### config.mk
export PLATFORM = sky130hd
export DESIGN_NAME = fb_mem_responder
export DESIGN_NICKNAME = d
export VERILOG_FILES = /design/src/rtl/fb_mem_responder.sv
export SDC_FILE = /design/constraint.sdc
export NUM_CORES = 1
export LEC_CHECK = 0
export ABC_AREA = 1
export CAP_MARGIN = 20
export CORE_MARGIN = 5
export CORE_UTILIZATION = 45
export DETAILED_ROUTE_END_ITERATION = 10
export PLACE_DENSITY = 0.66
export SKIP_CTS_REPAIR_TIMING = 1
export SYNTH_ARGS = -nofsm -noshare
export SYNTH_HDL_FRONTEND = slang
export SYNTH_SLANG_ARGS = --single-unit
### constraint.sdc
create_clock -name clk -period 9.45 [get_ports clk]
set_clock_uncertainty 0.2 [all_clocks]
set_input_delay 1.4175 -clock clk [delete_from_list [all_inputs] [get_ports clk]]
set_output_delay 1.4175 -clock clk [all_outputs]
set_load 0.02 [all_outputs]
### src/rtl/fb_mem_responder.sv
// Purpose : word memory behind a CLEAR -> LOAD -> RUN sequencer, with one memory-mapped output port.
// Latency : CPU reads return one cycle after the address edge (read-first); loader and CPU writes land at the edge.
// Backpressure: the loader is only accepted in LOAD (o_ld_ready); CPU accesses are never stalled but only served in RUN.
//
// Ports:
//   clk, rst                  rising-edge clock, asynchronous active-low reset
//   i_we, i_addr,
//   i_ram_data_in             CPU write enable / word address / write data
//   o_ram_data_out            registered CPU read data (0 outside RUN)
//   i_ld_valid, o_ld_ready,
//   i_ld_addr, i_ld_data      loader word handshake
//   i_ld_done                 pulse that ends LOAD
//   o_run                     high while CPU accesses are served
//   o_io_data, o_io_strobe    last CPU write to IO_ADDR and its one-cycle pulse
//   o_wr_count                saturating count of CPU writes accepted in RUN
module fb_mem_responder #(
  parameter int ADDRESS_WIDTH = 6,
  parameter int DATA_WIDTH    = 10,
  parameter int DEPTH         = 64,
  parameter int IO_ADDR       = 63
) (
  input  logic                     clk,
  input  logic                     rst,
  input  logic                     i_we,
  input  logic [ADDRESS_WIDTH-1:0] i_addr,
  input  logic [DATA_WIDTH-1:0]    i_ram_data_in,
  output logic [DATA_WIDTH-1:0]    o_ram_data_out,
  input  logic                     i_ld_valid,
  output logic                     o_ld_ready,
  input  logic [ADDRESS_WIDTH-1:0] i_ld_addr,
  input  logic [DATA_WIDTH-1:0]    i_ld_data,
  input  logic                     i_ld_done,
  output logic                     o_run,
  output logic [DATA_WIDTH-1:0]    o_io_data,
  output logic                     o_io_strobe,
  output logic [15:0]              o_wr_count
);

  localparam logic [ADDRESS_WIDTH-1:0] LAST_ADDR = ADDRESS_WIDTH'(DEPTH - 1);
  localparam logic [ADDRESS_WIDTH-1:0] IO_ADDR_W = ADDRESS_WIDTH'(IO_ADDR);

  typedef enum logic [1:0] {
    CLEAR = 2'd0,
    LOAD  = 2'd1,
    RUN   = 2'd2
  } state_t;

  state_t                   state;
  logic [ADDRESS_WIDTH-1:0] clrAddr;
  logic [DATA_WIDTH-1:0]    mem [DEPTH];

  logic                     cpuInRange;
  logic                     ldInRange;
  logic                     memWe;
  logic [ADDRESS_WIDTH-1:0] memWaddr;
  logic [DATA_WIDTH-1:0]    memWdata;

  // Range checks only exist when the address space is larger than the array;
  // otherwise every address is backed by a word.
  generate
    if (DEPTH < (1 << ADDRESS_WIDTH)) begin : gPartial
      assign cpuInRange = (int'(i_addr) < DEPTH);
      assign ldInRange  = (int'(i_ld_addr) < DEPTH);
    end else begin : gFull
      assign cpuInRange = 1'b1;
      assign ldInRange  = 1'b1;
    end
  endgenerate

  // Single write port shared by the three phases; the phase decides who owns it.
  always_comb begin
    memWe    = 1'b0;
    memWaddr = clrAddr;
    memWdata = '0;
    case (state)
      CLEAR: memWe = 1'b1;
      LOAD: begin
        if (i_ld_valid && o_ld_ready && ldInRange) begin
          memWe    = 1'b1;
          memWaddr = i_ld_addr;
          memWdata = i_ld_data;
        end
      end
      RUN: begin
        if (i_we && cpuInRange) begin
          memWe    = 1'b1;
          memWaddr = i_addr;
          memWdata = i_ram_data_in;
        end
      end
      default: ;
    endcase
  end

  // Storage has no reset; the CLEAR phase is what zeroes it.
  always_ff @(posedge clk) begin
    if (memWe) begin
      mem[memWaddr] <= memWdata;
    end
  end

  always_ff @(posedge clk or negedge rst) begin
    if (!rst) begin
      state          <= CLEAR;
      clrAddr        <= '0;
      o_ram_data_out <= '0;
      o_ld_ready     <= 1'b0;
      o_run          <= 1'b0;
      o_io_data      <= '0;
      o_io_strobe    <= 1'b0;
      o_wr_count     <= '0;
    end else begin
      o_io_strobe <= 1'b0;
      case (state)
        CLEAR: begin
          clrAddr <= clrAddr + ADDRESS_WIDTH'(1);
          if (clrAddr == LAST_ADDR) begin
            state      <= LOAD;
            clrAddr    <= '0;
            o_ld_ready <= 1'b1;
          end
        end
        LOAD: begin
          // A transfer in the done cycle still lands because o_ld_ready is
          // still high for that edge.
          if (i_ld_done) begin
            state      <= RUN;
            o_ld_ready <= 1'b0;
            o_run      <= 1'b1;
          end
        end
        RUN: begin
          // Non-blocking read of mem gives read-first on a same-address write.
          o_ram_data_out <= cpuInRange ? mem[i_addr] : '0;
          if (i_we) begin
            if (o_wr_count != 16'hFFFF) begin
              o_wr_count <= o_wr_count + 16'd1;
            end
            if (i_addr == IO_ADDR_W) begin
              o_io_data   <= i_ram_data_in;
              o_io_strobe <= 1'b1;
            end
          end
        end
        default: state <= CLEAR;
      endcase
    end
  end

endmodule
Word-level counts from Yosys, hierarchy flattened
Memory sizes are Yosys's and may differ from the RTL's. A register that Yosys moved wholly into a read port is not among the register bits.
Cells that the tools add are included.

cells by class
  add/sub/neg operators = 2
  equality and inequality tests = 7
  multiplexer cells = 21
  bitwise operators = 1
  reduce and logical (&&, ||, !) cells = 9

operators by type and width
  operator               count
  $mux 10                2
  $pmux 10 s2            1
  $mux 6                 3
  $add 16x1->16 const B  1
  $ne 16x16->1 const B   1
  $eq 6x6->1 const B     2
  $pmux 6 s2             1
  $reduce_and 3->1       4
  $mux 1                 9
  $add 6x1->6 const B    1
  $pmux 2 s3             1
  $mux 2                 2
  $ne 2x2->1 const B     2
  $pmux 1 s3             1
  $eq 2x1->1 const B     1
  $eq 2x2->1 const B     1
  $logic_not 2->1        1
  $pmux 1 s2             1
  $reduce_and 2->1       1
  $reduce_bool 2->1      1
  $logic_and 1x1->1      1
  $logic_not 1->1        1
  $not 1->1              1

word-level totals
  register bits = 37
  bits in writable memories = 640
  bits of input ports = 37
  output and inout bits = 39
  memories = 1

memory list
  name  depth  bits a word  rd ports  clocked after memory_dff  write ports  RTL line  source
  mem   64     10           1         1                         1            50        logic [DATA_WIDTH-1:0] mem [DEPTH];

Logic depth before layout (Yosys ltp)
Gate-level depths: netlist of the first run.

  word-level depth = 5
  mapped depth = 14
  mapped depth without buffers = 12

Worst setup path after synthesis of the first run
OpenSTA, ideal clock, no wires.

  path type = in2reg
  start = in i_we
  end = mem mem[0][3], data pin
  setup time = 0.702 ns
  arrival = 4.059 ns
  setup slack = 4.489 ns
  cell stages on the path = 2
  path buffers = 0
  path through = nand3_1 o21ai_0

on the way
  longest elaborated chain between the ends = 2

ends and longest elaborated chain
  item                   RTL line  source
  from (decl)            24        input logic i_we,
  $mux 10                85        if (i_we && cpuInRange) begin
  $pmux 10 s2            75        case (state)
  named net memWdata[3]  56        logic [DATA_WIDTH-1:0] memWdata;
  to (decl)              50

The timed path passes the listed nets, and every way through them passes these cells.

Worst setup path in the final report of the first run
  start = reg state[0]
  end = mem mem[28][0] (enable)

on the way
  longest elaborated chain between the ends = 4
  elaborated cells between the ends (all ways) = 7
  classes of those cells = 2 x eq/ne; 4 x mux; 1 x reduce/logical

ends and longest elaborated chain
  item                                      RTL line  source
  from (decl)                               48        state_t state;
  from (signal assigned)                    104       state <= CLEAR;
  from (signal assigned)                    118       state <= LOAD;
  from (signal assigned)                    127       state <= RUN;
  $eq 2x2->1, or another cell as far along  75
  $pmux 1 s3                                75
  $mux 1                                    97        if (memWe) begin
  $mux 1 (not written as such)              98        mem[memWaddr] <= memWdata;

Several ways; a longest one is shown, not always the timed one.

==> impl_metrics.toml, run 1 <==
[floorplan]
io_pins = 76
core-area_um2 = 62900
die_w_um = 261
rows = 92
start_util_pct = 45.2
die_h_um = 261
dieArea_um2 = 68300

[pwr]
swShare_pct = 22.9
clkPwrFrac_pct = 41.1
combPwrFrac_pct = 7.5
power_density_nw_per_um2 = 206
p_int_mw = 5.08
power_frac_seq_pct = 51.4
max-vdd-ir-drop_mv = 0.152
totalPowerFinal_mw = 6.59
switchingPower_mw = 1.51
power.leakage_nw = 11.9

[drt]
viasPerCell = 5.64
drc = 0
vias = 19300
routed-wl-met2_um = 36500
drtIter0Drc = 2602
dr_wl_met3_um = 7650
wire_per_inst_um = 22.5
drt-total-wl_um = 77200
route.antenna.remaining_nets = 0
dr.pass1.iters = 6
highest_layer = "met4"
wirelength_met1_um = 30300

[worst_setup_path]
crit_slowest_cell = "nor2_1"
path_cells = "inv_1 -> ha_1 -> inv_1 -> o21a_1 -> o21ai_2 -> nand2_1 -> o211ai_1 -> and2_1 -> nand2_1 -> nor2_1"
crit_buf_inv = 2
critPathLaunchType = "register"
critPathTopFamily = "simple AND/OR/NAND/NOR gates"
crit_required_ps = 9480
max_stage_delay_ps = 900
endpoint_kind = "register"
crit_arrival_ps = 4700
cp_max_fo = 13
critical_path_class = "register to register"

[timing]
setup_viol = 0
hold_viol = 0
slew_violations = 0
clock.fmax_ghz = 0.214
rsz0062_at_grt = "no"
layout_setup_ws_ps = 4780
layout_min_cycle_time_ps = 4670
setup_tns_ps = 0
tightest_slew_ps = 1100
whs_ps = 270
post-route-period-util_pct = 49.4
slew_headroom_pct = 26.7

[worst_hold_path]
hold_path.class = "register to register"

[place]
port_buffers = 75
place_ws_ps = 4240
place_area_um2 = 29700
gp_congestion = 0.933
hpwl_um = 44900
place_inst = 3296

[grt]
grt_usage_pct = 22.2
grt_pass1_wl_um = 114000
antenna_found_initial = 1
grt_overflow = 0
grt_max_degree = 161
grt_pass1_vias = 18700

[cells_and_area]
final_area_um2 = 32000
fin_util_pct = 50.9
final-seq-area_um2 = 20400
final_layout_size_suffix_gt1_share_pct = 5.59
instances_no_fill = 3425
nets = 2566
multi_input_area_um2 = 7220
fillers = 5471
area_growth_pct = 12.6

[synth]
synth_xor_area_share_pct = 0.555
yosysTopAreaCellShare_pct = 67.7
yosys.area_share.adder_pct = 0.308
yosysWarnings = 0
syn-num-nets = 2544
syn_inst = 2500
ys_seq_elements = 687
ys_seq_area_share_pct = 71.8
synth_mux_area_share_pct = 0
yosys.area.top_type = "edfxtp_1"
synth-compound-area-share_pct = 0.868
synthTopCellsByArea = "edfxtp_1, nand2_1, nand3_1"
synth_top_family_by_area = "simple AND/OR/NAND/NOR gates"
synth_area_per_cell_um2 = 11.4
synth.distinct_cells = 30
syn_area_um2 = 28400
synthSimpleGateAreaFrac_pct = 23.4

[cts]
cts.htree.levels = 3
insertion_delay_ps = 600
clockRootBuffer = "clkbuf_16"
clkTransAtPathRegs_ps = 60
cts-buffers-inserted = 70
clock_sinks = 687
cts_tree = "yes"
clockBufferDepth = 3

[run_status]
outcome = "completed"

[run]
cap_viol_max_count = 0
-- cells in the mapped netlist, drive strengths merged --
master / count
nor3: 4
o21a: 1
a21oi: 7
dfrtp: 47
a22oi: 9
clkinv: 2
o21ai: 18
nor4: 2
xor2: 13
nand2: 853
xnor2: 5
o211ai: 3
nor2: 99
o311ai: 1
edfxtp: 640
ha: 7
clkbuf: 29
inv: 38
and2: 1
buf: 117
a31oi: 1
nand3: 603
-- cell usage in the layout, fill, tap and decap left out, types with 5 or more instances in the layout --
cell type,Yosys,layout
xor2_1,13,13
clkinv_1,2,18
ha_1,7,7
dfrtp_1,47,47
a22oi_1,9,9
a21oi_1,7,7
nand2_1,850,850
clkbuf_1,29,14
inv_1,34,34
clkdlybuf4s50_1,0,70
clkbuf_16,0,71
clkinv_2,0,10
nor2_1,98,89
nand3_1,603,603
edfxtp_1,640,640
o21ai_0,16,15
buf_4,23,22
bufinv_16,0,6
nor2_4,1,10
xnor2_1,5,5
-- worst register-to-register path: cells and delay by family (launching register included) --
family | cells | cell delay (ps)
AND/OR/NAND/NOR | 4 | 1810
buffers and inverters | 2 | 700
AO/OA/AOI/OAI | 3 | 650
adder cells (fa/ha/maj) | 1 | 510
flip-flops | 1 | 430
-- flip-flops by register name, indices dropped and copies added, names as in the netlist --
name and cells:
o_ram_data_out 10, clrAddr 6, o_io_data 10, state 2, o_ld_ready 1, o_io_strobe 1
mem 640, o_run 1, o_wr_count 16
-- per-layer routing --
| metal | track usage (%) | up-vias |
|---|---|---|
| met5 | 0 | - |
| met3 | 4.63 | 166 |
| met1 | 30.4 | 9296 |
| met4 | 6.80 | 0 |
| met2 | 36.3 | 1073 |
| li1 | - | 8776 |
-- worst paths after layout --
| kind | startpoint | end | slack (ps) | cells after the start |
|---|---|---|---|---|
| max in group asynchronous | rst | o_ram_data_out[0] | 7830 | 2 |
| worst max register to register | state[0] | mem[28][0] | 4780 | 10 |
| min in group asynchronous | rst | o_wr_count[8] | 740 | 2 |
| worst min register to register | o_run | o_run | 270 | 2 |
| worst max-delay path | state[0] | mem[28][0] | 4780 | 10 |
| worst min-delay path | o_run | o_run | 270 | 2 |
-- power groups by stage --
stage / clock (mW) / combinational (mW) / sequential, mW
finish: 2.70 / 0.496 / 3.39
global route: 2.87 / 0.532 / 3.39
CTS: 2.74 / 0.492 / 3.39
detailed placement: 0 / 0.490 / 3.45
global placement: 0 / 0.484 / 3.45
floorplan: 0 / 0.249 / 3.47
-- final cells by class --
class	count	share of cell area, %
clock inverter	39	1.14
tap	846	3.31
antenna	1	0.00783
timing repair buffer	96	2.80
multi-input combinational	1627	22.6
inverter	40	0.501
clock buffer	89	5.89
sequential	687	63.8
-- cell families (layout without fill, tap and decap cells) --
| kind of cell | count (synthesis) | in the layout |
|---|---|---|
| simple gates | 1562 | 1562 |
| flops | 687 | 687 |
| buf+inv | 186 | 264 |
| compound gates | 40 | 40 |
| xor+xnor | 18 | 18 |
| fa+ha+maj | 7 | 7 |
| other cells | 0 | 1 |
(Power assumes the default switching activity.)
==> inputs of run 2 (changes only) <==
- PLACE_DENSITY: 0.66 -> 0.69
- clock period: 9.45 -> 3.8 ns (I/O delays scaled with it)
==> impl_metrics.toml, run 2 (same netlist as run 1, synthesis figures left out) <==
[cells_and_area]
multi_input_area_um2 = 7220
antennaDiodeCount = 0
fillers = 5355
reg_top3 = "mem: 640 flops, o_wr_count: 16 flops"
final_common_cell = "nand2_1"
final_cell_mix = "nand2_1, edfxtp_1, nand3_1, buf_4, nor2_1"
largest_reg_flops = 640
top_register = "mem"
nets = 2662
final_layout_size_suffix_gt1_share_pct = 9.20
area_growth_pct = 16.2
fin_util_pct = 52.5
final-seq-area_um2 = 20400

[worst_setup_path]
critPathTopFamily = "buffers and inverters"
crit_required_ps = 3900
path_cells = "inv_1 -> ha_1 -> buf_4 -> inv_1 -> o21a_1 -> o21ai_2 -> a21oi_1 -> inv_1 -> nor2_1 -> nand2_2 -> nor2_1 -> buf_4"
crit_buf_inv = 5
max_stage_delay_ps = 420
endpoint_kind = "register"
ff2ff_setup_slack_ps = 400
critPathLaunchType = "register"
crit_slowest_cell = "dfrtp_1"
r2r_cells = 12
r2r_start = "state[0]"
cp_max_fo = 13
crit_arrival_ps = 3510
critical_path_class = "register to register"
r2r-end = "mem[7][6]"
cpMostUsedCell = "inv_1"

[worst_hold_path]
hold_path.class = "register to register"
min_delay_path_depth = 2
hold_start = "o_run"
hold_end = "o_run"

[drt]
viasPerCell = 5.60
dr.pass1.iters = 6
vias = 19700
wire_per_inst_um = 22.0
drc = 0
route.antenna.remaining_nets = 0
drt-total-wl_um = 77400
drtIter0Drc = 2552

[grt]
grt_overflow = 0
grt_max_degree = 203
grt_pass1_vias = 19100
grt_pass1_wl_um = 116000
antenna_found_initial = 1
grt_usage_pct = 22.4

[timing]
tightest_slew_ps = 1090
layout_min_cycle_time_ps = 3400
setup_tns_ps = 0
whs_ps = 274
slew_headroom_pct = 27.4
hold_viol = 0
rsz0062_at_grt = "no"
layout_setup_ws_ps = 396
post-route-period-util_pct = 89.6
slew_violations = 0
setup_viol = 0
clock.fmax_ghz = 0.294

[pwr]
power_density_nw_per_um2 = 509
swShare_pct = 22.7
clkPwrFrac_pct = 42.3
power_frac_seq_pct = 50.1
switchingPower_mw = 3.81
max-vdd-ir-drop_mv = 0.364
power.leakage_nw = 12.5
combPwrFrac_pct = 7.6
totalPowerFinal_mw = 16.8
p_int_mw = 13.0

[place]
hpwl_um = 46200
place_ws_ps = 443
port_buffers = 75
gp_congestion = 0.944

[cts]
cts.htree.levels = 3
insertion_delay_ps = 620
clockBufferDepth = 3
clockRootBuffer = "clkbuf_16"
cts-buffers-inserted = 71
clock_sinks = 687
clkTransAtPathRegs_ps = 60
cts_tree = "yes"

[floorplan]
start_util_pct = 45.2
io_pins = 76
die_w_um = 261
core-area_um2 = 62900
rows = 92
dieArea_um2 = 68300
die_h_um = 261

[run_status]
outcome = "completed"

[run]
cap_viol_max_count = 0
run 2: worst min-delay path, cell delays in order (launching register included):
cell	delay (ps)
dfrtp_1	350
inv_1	40
nand2_1	50
run 2: layout make-up:
type	instances	area share, %
clock buffer	90	5.79
timing repair buffer	191	5.45
tap	846	3.21
sequential	687	61.8
clock inverter	38	1.41
multi-input combinational	1627	21.9
inverter	40	0.485
run 2: power by group through the flow:
stage	sequential [mW]	combinational [mW]	clock [mW]
2_1_floorplan	8.64	0.619	0
3_3_place_gp	8.57	1.24	0
3_5_place_dp	8.58	1.26	0
4_1_cts	8.42	1.26	7.17
5_1_grt	8.42	1.36	7.54
6_report	8.42	1.28	7.11
run 2: per-stage QoR:
stage / cells / area [um2]
finish: 3519 / 33000
CTS: 3518 / 33000
detailed placement: 3390 / 30600
global placement: 3390 / 30600
global route: 3519 / 33000
floorplan: 2500 / 28400
run 2: worst max-delay path by stage:
stage / startpoint / endpoint / slack (ps) / cells past startpoint
6_report: state[0] / mem[7][6] / 400 / 12
3_3_place_gp: i_ld_valid / mem[7][6] / 490 / 11
3_5_place_dp: i_ld_valid / mem[39][4] / 440 / 10
2_1_floorplan: state[1] / mem[0][0] / 290 / 7
5_1_grt: state[0] / mem[7][6] / 290 / 12
4_1_cts: state[0] / mem[7][6] / 510 / 12
run 2: per-layer routing:
| metal | up-vias | global-route usage (%) | share of wire, % |
|---|---|---|---|
| li1 | 8956 | - | - |
| met5 | - | 0 | 0 |
| met2 | 1026 | 36.0 | 48 |
| met4 | 0 | 8.03 | 3.7 |
| met3 | 187 | 4.91 | 9.5 |
| met1 | 9532 | 30.6 | 39 |
==> inputs of run 3 (changes only) <==
==> constraint.sdc (replaced) <==
create_clock -name clk -period 3.8 [get_ports clk]
set_clock_uncertainty 0.2 [all_clocks]
set_input_delay 0.57 -clock clk [delete_from_list [all_inputs] [get_ports clk]]
set_output_delay 0.57 -clock clk [all_outputs]
set_load 0.01 [all_outputs]
==> results of run 3 <==
The final DEF is identical to that of run 2. Status: completed.
Among the figures that moved: worst IR drop on VDD 0.364 mV -> 0.360 mV
